$ cat src/rtl/fifo_write_arbiter_pkg.sv
// Shared definitions for the FIFO write-port arbiter: FSM encoding, header layout
// and width helpers.
package fifo_write_arbiter_pkg;

  localparam int unsigned STATE_W = 2;

  localparam logic [STATE_W-1:0] ST_IDLE = 2'd0;
  localparam logic [STATE_W-1:0] ST_HDR  = 2'd1;
  localparam logic [STATE_W-1:0] ST_XFER = 2'd2;

  function automatic int unsigned clog2_f(input int unsigned v);
    int unsigned r;
    r = 0;
    while ((32'd1 << r) < v) r++;
    return r;
  endfunction

  // Requester ID width; never collapses below one bit.
  function automatic int unsigned idw_f(input int unsigned n);
    return (n < 2) ? 1 : clog2_f(n);
  endfunction

  // Header marker sits in the top payload bit so it can be told apart from the ID.
  function automatic int unsigned marker_pos_f(input int unsigned dw);
    return dw - 1;
  endfunction

endpackage

$ cat src/rtl/fifo_write_arbiter_if.sv
// Requester stream and FIFO write-port signals shared by the arbiter and its neighbours.
interface fifo_write_arbiter_if #(
  parameter int unsigned N_REQ      = 4,
  parameter int unsigned DATA_WIDTH = 8
);
  logic [N_REQ*DATA_WIDTH-1:0] req_data;
  logic [N_REQ-1:0]            req_valid;
  logic [N_REQ-1:0]            req_last;
  logic [N_REQ-1:0]            req_ready;
  logic [DATA_WIDTH:0]         fifo_data;
  logic                        fifo_enable;
  logic                        fifo_full;

  modport slave (
    input  req_data, req_valid, req_last, fifo_full,
    output req_ready, fifo_data, fifo_enable
  );

  modport master (
    output req_data, req_valid, req_last, fifo_full,
    input  req_ready, fifo_data, fifo_enable
  );
endinterface

$ cat src/rtl/fifo_write_arbiter_rr_arbiter.sv
// Combinational round-robin search: first valid requester after ptr, wrapping.
module rr_arbiter #(
  parameter int unsigned N_REQ = 4,
  parameter int unsigned IDW   = 2
) (
  input  logic [N_REQ-1:0] valid,
  input  logic [IDW-1:0]   ptr,
  output logic             found_c,
  output logic [IDW-1:0]   index_c
);

  int unsigned    cand;
  logic [IDW-1:0] cidx;

  always_comb begin
    found_c = 1'b0;
    index_c = '0;
    cand    = 0;
    cidx    = '0;
    for (int unsigned k = 1; k <= N_REQ; k++) begin
      cand = (32'(ptr) + k) % N_REQ;
      cidx = IDW'(cand);
      if (!found_c && valid[cidx]) begin
        found_c = 1'b1;
        index_c = cidx;
      end
    end
  end

endmodule

$ cat src/rtl/fifo_write_arbiter.sv
// Packet-granular round-robin arbiter sharing one FIFO write port between requesters;
// each packet is framed by a marker/ID header and a last flag on its final word.
module fifo_write_arbiter
  import fifo_write_arbiter_pkg::*;
#(
  parameter  int unsigned N_REQ       = 4,
  parameter  int unsigned DATA_WIDTH  = 8,
  parameter  int unsigned MAX_PKT_LEN = 64,
  localparam int unsigned IDW         = idw_f(N_REQ)
) (
  input  logic                  clk,
  input  logic                  reset_n,
  fifo_write_arbiter_if.slave   bus,
  output logic [IDW-1:0]        grant_id,
  output logic                  busy,
  output logic                  overlong
);

  localparam int unsigned CW = idw_f(MAX_PKT_LEN + 1);

  logic [STATE_W-1:0]  state, state_nxt;
  logic [IDW-1:0]      rr_ptr, rr_ptr_nxt;
  logic [IDW-1:0]      grant_nxt;
  logic [CW-1:0]       count, count_nxt;
  logic                overlong_nxt;
  logic                found_c;
  logic [IDW-1:0]      index_c;
  logic [DATA_WIDTH-1:0] cur_data;
  logic [DATA_WIDTH:0]   hdr_word;
  logic                lastw;
  logic                xfer;

  rr_arbiter #(
    .N_REQ (N_REQ),
    .IDW   (IDW)
  ) u_rr (
    .valid   (bus.req_valid),
    .ptr     (rr_ptr),
    .found_c (found_c),
    .index_c (index_c)
  );

  // Header word: marker bit set, granted ID in the low bits, last flag clear.
  always_comb begin
    hdr_word                              = '0;
    hdr_word[marker_pos_f(DATA_WIDTH)]    = 1'b1;
    hdr_word[IDW-1:0]                     = grant_id;
  end

  assign cur_data = bus.req_data[int'(grant_id)*DATA_WIDTH +: DATA_WIDTH];
  assign lastw    = bus.req_last[grant_id] | (count == CW'(MAX_PKT_LEN - 1));
  assign busy     = (state != ST_IDLE);

  always_comb begin
    state_nxt       = state;
    rr_ptr_nxt      = rr_ptr;
    grant_nxt       = grant_id;
    count_nxt       = count;
    overlong_nxt    = 1'b0;
    xfer            = 1'b0;
    bus.req_ready   = '0;
    bus.fifo_enable = 1'b0;
    bus.fifo_data   = '0;

    case (state)
      ST_IDLE: begin
        if (found_c) begin
          grant_nxt = index_c;
          state_nxt = ST_HDR;
        end
      end
      ST_HDR: begin
        bus.fifo_enable = !bus.fifo_full;
        bus.fifo_data   = hdr_word;
        if (!bus.fifo_full) state_nxt = ST_XFER;
      end
      ST_XFER: begin
        bus.req_ready[grant_id] = !bus.fifo_full;
        xfer                    = bus.req_valid[grant_id] & !bus.fifo_full;
        bus.fifo_enable         = xfer;
        bus.fifo_data           = {lastw, cur_data};
        if (xfer) begin
          if (lastw) begin
            // Packet closes; a forced close (no requester last) is flagged next cycle.
            state_nxt    = ST_IDLE;
            rr_ptr_nxt   = grant_id;
            count_nxt    = '0;
            overlong_nxt = !bus.req_last[grant_id];
          end else begin
            count_nxt = count + CW'(1);
          end
        end
      end
      default: state_nxt = ST_IDLE;
    endcase
  end

  always_ff @(posedge clk or negedge reset_n) begin
    if (!reset_n) begin
      state    <= ST_IDLE;
      rr_ptr   <= IDW'(N_REQ - 1);
      grant_id <= '0;
      count    <= '0;
      overlong <= 1'b0;
    end else begin
      state    <= state_nxt;
      rr_ptr   <= rr_ptr_nxt;
      grant_id <= grant_nxt;
      count    <= count_nxt;
      overlong <= overlong_nxt;
    end
  end

endmodule

$ cat src/flat_wrapper.sv
// flat-port wrapper written by rule: the top's interface ports become plain ports
module fifo_write_arbiter_flat import fifo_write_arbiter_pkg::*;
#(
  parameter  int unsigned N_REQ       = 4,
  parameter  int unsigned DATA_WIDTH  = 8,
  parameter  int unsigned MAX_PKT_LEN = 64,
  localparam int unsigned IDW         = idw_f(N_REQ)
)
  (clk, reset_n, grant_id, busy, overlong, bus_req_data, bus_req_valid, bus_req_last, bus_fifo_full, bus_req_ready, bus_fifo_data, bus_fifo_enable);
  fifo_write_arbiter_if #(.N_REQ(N_REQ), .DATA_WIDTH(DATA_WIDTH)) bus_i ();
  input  logic clk;
  input  logic reset_n;
  output logic [IDW-1:0] grant_id;
  output logic busy;
  output logic overlong;
  input wire logic [$bits(bus_i.req_data)-1:0] bus_req_data;
  input wire logic [$bits(bus_i.req_valid)-1:0] bus_req_valid;
  input wire logic [$bits(bus_i.req_last)-1:0] bus_req_last;
  input wire logic [$bits(bus_i.fifo_full)-1:0] bus_fifo_full;
  output wire logic [$bits(bus_i.req_ready)-1:0] bus_req_ready;
  output wire logic [$bits(bus_i.fifo_data)-1:0] bus_fifo_data;
  output wire logic [$bits(bus_i.fifo_enable)-1:0] bus_fifo_enable;
  assign bus_i.req_data = bus_req_data;
  assign bus_i.req_valid = bus_req_valid;
  assign bus_i.req_last = bus_req_last;
  assign bus_i.fifo_full = bus_fifo_full;
  assign bus_req_ready = bus_i.req_ready;
  assign bus_fifo_data = bus_i.fifo_data;
  assign bus_fifo_enable = bus_i.fifo_enable;
  fifo_write_arbiter #(.N_REQ(N_REQ), .DATA_WIDTH(DATA_WIDTH), .MAX_PKT_LEN(MAX_PKT_LEN)) u_core (.clk(clk), .reset_n(reset_n), .bus(bus_i), .grant_id(grant_id), .busy(busy), .overlong(overlong));
endmodule
$ cat config.mk
export PLATFORM = sky130hd
export DESIGN_NAME = fifo_write_arbiter_flat
export DESIGN_NICKNAME = d
export VERILOG_FILES = /design/src/rtl/fifo_write_arbiter_pkg.sv /design/src/rtl/fifo_write_arbiter_if.sv /design/src/rtl/fifo_write_arbiter_rr_arbiter.sv /design/src/rtl/fifo_write_arbiter.sv /design/src/flat_wrapper.sv
export SDC_FILE = /design/constraint.sdc
export NUM_CORES = 1
export LEC_CHECK = 0
export ABC_AREA = 1
export BUFFER_PORTS_ARGS = -buffer_cell sky130_fd_sc_hd__buf_2
export CAP_MARGIN = 20
export CORE_ASPECT_RATIO = 1.75
export CORE_MARGIN = 4
export CORE_UTILIZATION = 40
export DETAILED_ROUTE_END_ITERATION = 10
export HOLD_SLACK_MARGIN = 0.1
export PLACE_DENSITY = 0.79
export SETUP_SLACK_MARGIN = 0.3
export SYNTH_ARGS = -nofsm -noshare
export SYNTH_HDL_FRONTEND = slang
export SYNTH_SLANG_ARGS = --single-unit
$ cat constraint.sdc
create_clock -name clk -period 2.29 [get_ports clk]
set_input_delay 0.1145 -clock clk [delete_from_list [all_inputs] [get_ports clk]]
set_output_delay 0.1145 -clock clk [all_outputs]
set_load 0.02 [all_outputs]
==> results.yml, run 1 <==
run_status:
  status: "complete, no violations"
synth:
  synthArstFlopShare_pct: 100.0
  synth_common_cells: "nand2_1, nand3_1, inv_1"
  synthFlopType: "dfrtp_1"
  synth_area_leader_cell: "dfrtp_1"
  synth_edf_count: 0
  syn_inst: 213
  avgSynthCellArea_sq_um: 6.761
  synth.most_common_cell: "nand2_1"
  ys_seq_elements: 14
  synth_cell_types: 33
  synth_nets: 261
  ys_seq_area_share_pct: 24.50
  synth_top_area_share_pct: 20.85
  synth_warnings: 0
  yosys-top-cells-area: "dfrtp_1, nand2_1, nand3_1"
  syn_area_sq_um: 1440
layout:
  syn2layout_area_growth_pct: 28.41
  diodes: 0
  final_nets: 324
  finish.utilization_pct: 53.86
  drive_above_1_share_pct: 36.36
global_routing:
  grt_max_degree: 25
  grt_pass1_wl_mm: 6.568
  antenna_found_initial: 0
  grtUsageTotal_pct: 18.79
  grt_pass1_vias: 1534
  grt_remaining_overflow: 0
setup_path:
  worstPathMaxFanout: 6
  crit_required_ps: 2180
  end_kind: "output pin"
  crit_type: "reg2out"
  cp-start-kind: "flip-flop"
  cp.arrival_ps: 1750
power_and_ir_drop:
  peakVddDrop_uv: 777.2
  powerDensity_nw_per_um2: 1204
  power.leakage_nw: 1.017
  power_mw: 2.227
routing:
  drtIter0Drc: 36
  drt_pass1_iterations: 4
  vias_per_cell: 5.103
  num_vias: 1633
  route.detailed.drc: 0
  antenna_left: 0
  drt-total-wl_mm: 4.092
  wl_per_cell_microns: 12.79
placed_design:
  hpwl_mm: 3.241
  io_buffers: 60
  globalplace.congestion: 0.7996
floorplanning:
  core_sq_um: 3433
  rows: 28
  die_y_microns: 87.38
  start_util_pct: 41.95
  die_x_microns: 53.36
  pin_count: 61
  die-area_sq_um: 4662
timing:
  timing.final.crit_share_pct: 81.58
  whs_ps: 283.9
  skew_ps: 6.455
  rsz0062_at_grt: "false"
  setup_tns_ps: 0
  worst_pin_slew_ps: 313.2
  slew-limit-headroom_pct: 79.12
  post-route-min-period_ps: 1868
  hold_violations: 0
  fmax_mhz: 535.3
  finalSetupViolations: 0
  finalMaxSlewViolations: 0
cts:
  cts-root-buf: "clkbuf_8"
  cts-htree-levels: 1
  clk_latency_ps: 260
  clkTransAtPathRegs_ps: 60
  cts.sinks: 14
  tritoncts: "yes"
  numCtsBuffers: 3
  clockBufferDepth: 2
min_path:
  hold_class: "in2async"
flow_run:
  drv_cap: 0
[power by group]
group	internal [mW]	total [mW]	switching, mW
clock network	0.124	0.216	0.0924
registers	0.360	0.545	0.185
logic	0.533	1.47	0.933
[metrics by stage]
step / cells / setup slack (ps) / instance area, sq um
after floorplan: 213 / 688.2 / 1440
after global placement: 312 / 489.0 / 1752
after detailed placement: 312 / 416.9 / 1752
after CTS: 317 / 321.2 / 1808
after global routing: 320 / 271.4 / 1849
final: 320 / 421.9 / 1849
[cell type report]
cell class / instances / area, sq um
fill: 378 / 1584
clock buffer: 4 / 45.04
tap: 45 / 56.30
sequential: 14 / 357.8
multi-input combinational: 170 / 957.2
inverter: 22 / 92.59
timing repair buffer: 65 / 340.3
[cells in the final DEF, fill, tap and decap left out, drive strengths merged]
cell type,synthesis,final
ha,5,5
o31ai,2,2
nor2,12,12
xor2,3,3
a221oi,1,1
dlygate4sd3,0,1
nor3,2,2
a31oi,6,6
a21oi,7,7
nand3,31,31
o21a,1,1
buf,7,64
dfstp,2,2
o22ai,2,2
nand2,78,78
clkbuf,0,4
nand4,3,3
a21o,1,1
o21ai,7,7
a22oi,7,7
dfrtp,12,12
and3,2,2
inv,22,22
[path summary, 6_finish.rpt]
| path | cells past startpoint | end | start | slack [ps] |
|---|---|---|---|---|
| setup / recovery | 8 | bus_fifo_data[8] | u_core.count[0] | 420 |
| hold / removal | 2 | u_core.count[2] | reset_n | 280 |
| setup reg to reg | 10 | u_core.state[1] | u_core.count[0] | 600 |
| hold reg to reg | 1 | u_core.count[6] | u_core.count[6] | 500 |
| max in group asynchronous | 2 | u_core.rr_ptr[0] | reset_n | 1710 |
| min in group clk | 6 | u_core.state[0] | bus_fifo_full | 310 |
[state kept, by name, summed over array words and instances (netlist names)]
signal	count
u_core.count	7
u_core.rr_ptr	2
u_core.state	2
u_core.grant_id	2
u_core.overlong	1
[metal layers]
| layer | up-vias | track usage, % | wire [microns] |
|---|---|---|---|
| li1 | 837 | - | - |
| met1 | 750 | 20.83 | 1523 |
| met4 | 0 | 8.140 | 109 |
| met5 | - | 0 | 0 |
| met3 | 8 | 1.887 | 171 |
| met2 | 38 | 34.41 | 2288 |
[cell families after synthesis]
group                      count (synthesis)  synth area share [%]
AOI/OAI and AO/OA                         34                 15.90
buffers and inverters                     29                 10.08
and+or+nand+nor                          128                 43.35
DFF                                       14                 24.50
adders and majority gates                  5                 4.344
xor gates and xnor gates                   3                 1.825
[worst max-delay path, stage by stage (launching register included)]
cell and delay (ps):
dfrtp_1 420, ha_1 220, nand2_1 80, nor2_1 210, nand3_2 160, nand3_4 130, nand2_1 70, inv_1 50
buf_2 150
[timing repair]
item / in CTS / in global routing
gates resized for setup: 1 / 5
hold buffers: 1 / 0
pin swaps: 0 / 1
setup buffers: 0 / 3
setup endpoints to repair: 5 / 2
endpoints found under the hold margin: 14 / 0
Power figures use the tool's default switching activity.
==> run 2, diff against run 1 <==
--- a/config.mk
+++ b/config.mk
@@ -13,7 +13,7 @@
 export CORE_UTILIZATION = 40
 export DETAILED_ROUTE_END_ITERATION = 10
 export HOLD_SLACK_MARGIN = 0.1
-export PLACE_DENSITY = 0.79
+export PLACE_DENSITY = 0.81
 export SETUP_SLACK_MARGIN = 0.3
 export SYNTH_ARGS = -nofsm -noshare
 export SYNTH_HDL_FRONTEND = slang
==> constraint.sdc (replaced) <==
create_clock -name clk -period 1.6 [get_ports clk]
set_input_delay 0.08 -clock clk [delete_from_list [all_inputs] [get_ports clk]]
set_output_delay 0.08 -clock clk [all_outputs]
set_load 0.02 [all_outputs]
==> run 2 against run 1 <==
  * The run now ends with setup timing left
  * Sequential cell count did not move
  * Die area is the same
  * Count of clock-buffer cells in the layout unchanged
  * Total power rose by 130%
  * Clock skew decreased by 0.94 ps
  * Critical path depth shrank 3
  * Clock power grew 63%
  * Non-clock buffer count rose by 32
  * Combinational power increased to 2.8 times the previous value
  * Wire length grew 76%
  * First-iteration DRC count increased to 3.3 times the previous value
  * Largest power group unchanged
==> results.yml, run 2 (same netlist as run 1, synthesis figures left out) <==
run_status:
  status: "finished, violations left"
  violations: "setup timing"
timing:
  fmax_mhz: 556.6
  setup_slack_ps: -196.7
  whs_ps: 303.6
  setup_tns_ps: -1337
  rsz0062_at_grt: "true"
  finalSetupViolations: 13
  worst_pin_slew_ps: 360.1
  finalMaxSlewViolations: 0
  slew-limit-headroom_pct: 76.00
  post-route-min-period_ps: 1797
  skew_ps: 5.513
  hold_violations: 0
  timing.final.crit_share_pct: 112.3
placed_design:
  hpwl_mm: 3.539
  place_area_sq_um: 1999
  globalplace.congestion: 0.8095
  dp_slack_ps: 13.67
  io_buffers: 60
floorplanning:
  pin_count: 61
  die-area_sq_um: 4662
  rows: 28
  core_sq_um: 3433
  start_util_pct: 41.95
  die_x_microns: 53.36
  die_y_microns: 87.38
cts:
  clkTransAtPathRegs_ps: 60
  clk_latency_ps: 250
  numCtsBuffers: 3
  cts-htree-levels: 1
  tritoncts: "yes"
  clockBufferDepth: 2
  cts-root-buf: "clkbuf_8"
  cts.sinks: 14
global_routing:
  grt_max_degree: 15
  antenna_found_initial: 0
  grt_pass1_vias: 2012
  grtUsageTotal_pct: 25.98
  grt_pass1_wl_mm: 8.997
  grt_remaining_overflow: 0
min_path:
  hold_class: "in2reg"
setup_path:
  crit_required_ps: 1520
  worstPathMaxFanout: 6
  cp-start-kind: "flip-flop"
  end_kind: "output pin"
  critPathMostFrequentCell: "buf_4"
  path_cells: "nor2_4, buf_4, a22oi_1, a31oi_2, buf_4"
  slowest_delay_ps: 530
  crit_type: "reg2out"
  crit_path_top_delay_cell: "dfrtp_2"
  cp.arrival_ps: 1720
routing:
  num_vias: 2077
  antenna_left: 0
  route.detailed.drc: 0
  drt-total-wl_mm: 7.203
  drtIter0Drc: 119
  vias_per_cell: 5.884
  wl_per_cell_microns: 20.41
  drt_pass1_iterations: 5
layout:
  final_cell_mix: "buf_2, nand2_1, buf_4, nand2_2, nand3_1"
  top_register: "u_core.count"
  finish.utilization_pct: 75.98
  fin_area_sq_um: 2609
  final_nets: 357
  drive_above_1_share_pct: 63.64
  syn2layout_area_growth_pct: 81.15
  fill_cells: 196
  final_common_cell: "buf_2"
  diodes: 0
  largest_reg_flops: 7
power_and_ir_drop:
  peakVddDrop_uv: 1585
  p_clk_share_pct: 6.9
  powerDensity_nw_per_um2: 1969
  power.switching_mw: 2.727
  swShare_pct: 53.09
  pwr-share-comb_pct: 79.4
  p_seq_share_pct: 13.8
  intPower_mw: 2.410
  power.leakage_nw: 1.280
flow_run:
  drv_cap: 0
==> run 2: changes by cell type in the layout (fill, tap and decap cells not counted), sizes merged <==
cell    before  now
buf         64   96
clkinv       0    1
==> run 2: metal layers <==
metal  global-route usage, %  wire length, microns
met1                   23.33                  2330
met2                   52.51                  3787
met3                   3.602                   569
met4                   11.63                   517
met5                       0                     0
==> run 2: worst max-delay path, delay by kind of cell (launching register included) <==
kind | cells | cell delay [ps]
buffers and inverters | 2 | 360
flip-flops | 1 | 530
AO/OA/AOI/OAI | 2 | 480
AND/OR/NAND/NOR | 1 | 100
==> run 2: layout make-up <==
class / instances / area [sq um] / area share (%)
clock buffer: 4 / 55.05 / 2.110
inverter: 22 / 112.6 / 4.317
multi-input combinational: 170 / 1314 / 50.36
sequential: 14 / 355.3 / 13.62
tap: 45 / 56.30 / 2.158
timing repair buffer: 97 / 706.9 / 27.10
timing repair inverter: 1 / 8.758 / 0.3357
==> run 2: timing repair <==
item                                   CTS  global route
resized for setup                       72            29
pin swaps                               23             6
gates cloned                             0             1
endpoints found under the hold margin   14             0
setup endpoints to repair               28            29
buffers inserted                        19             4
hold buffers                             1             0
==> run 2: final timing paths <==
kind                            cells after the start  slack [ps]                to          startpoint
worst max-delay path                                5        -200  bus_fifo_data[2]  u_core.grant_id[0]
worst min-delay path                                6         300   u_core.overlong     bus_req_last[1]
worst max register to register                     12         -80   u_core.state[1]  u_core.grant_id[0]
worst min register to register                      1         500   u_core.count[6]     u_core.count[6]
max in group asynchronous                           2         980  u_core.rr_ptr[0]             reset_n
min in group asynchronous                           2         310   u_core.state[0]             reset_n
==> run 2: power groups by stage <==
stage	clock network (mW)	registers, mW	logic, mW
floorplan	0	0.645	2.02
global placement	0	0.707	2.57
detailed placement	0	0.713	2.60
CTS	0.352	0.683	3.47
global route	0.373	0.715	4.31
finish	0.353	0.707	4.08
==> run 2: stage by stage <==
step | power [mW] | std cells
after floorplan | 2.668 | 213
after global placement | 3.281 | 324
after detailed placement | 3.315 | 324
after CTS | 4.510 | 348
after global routing | 5.397 | 353
final | 5.137 | 353
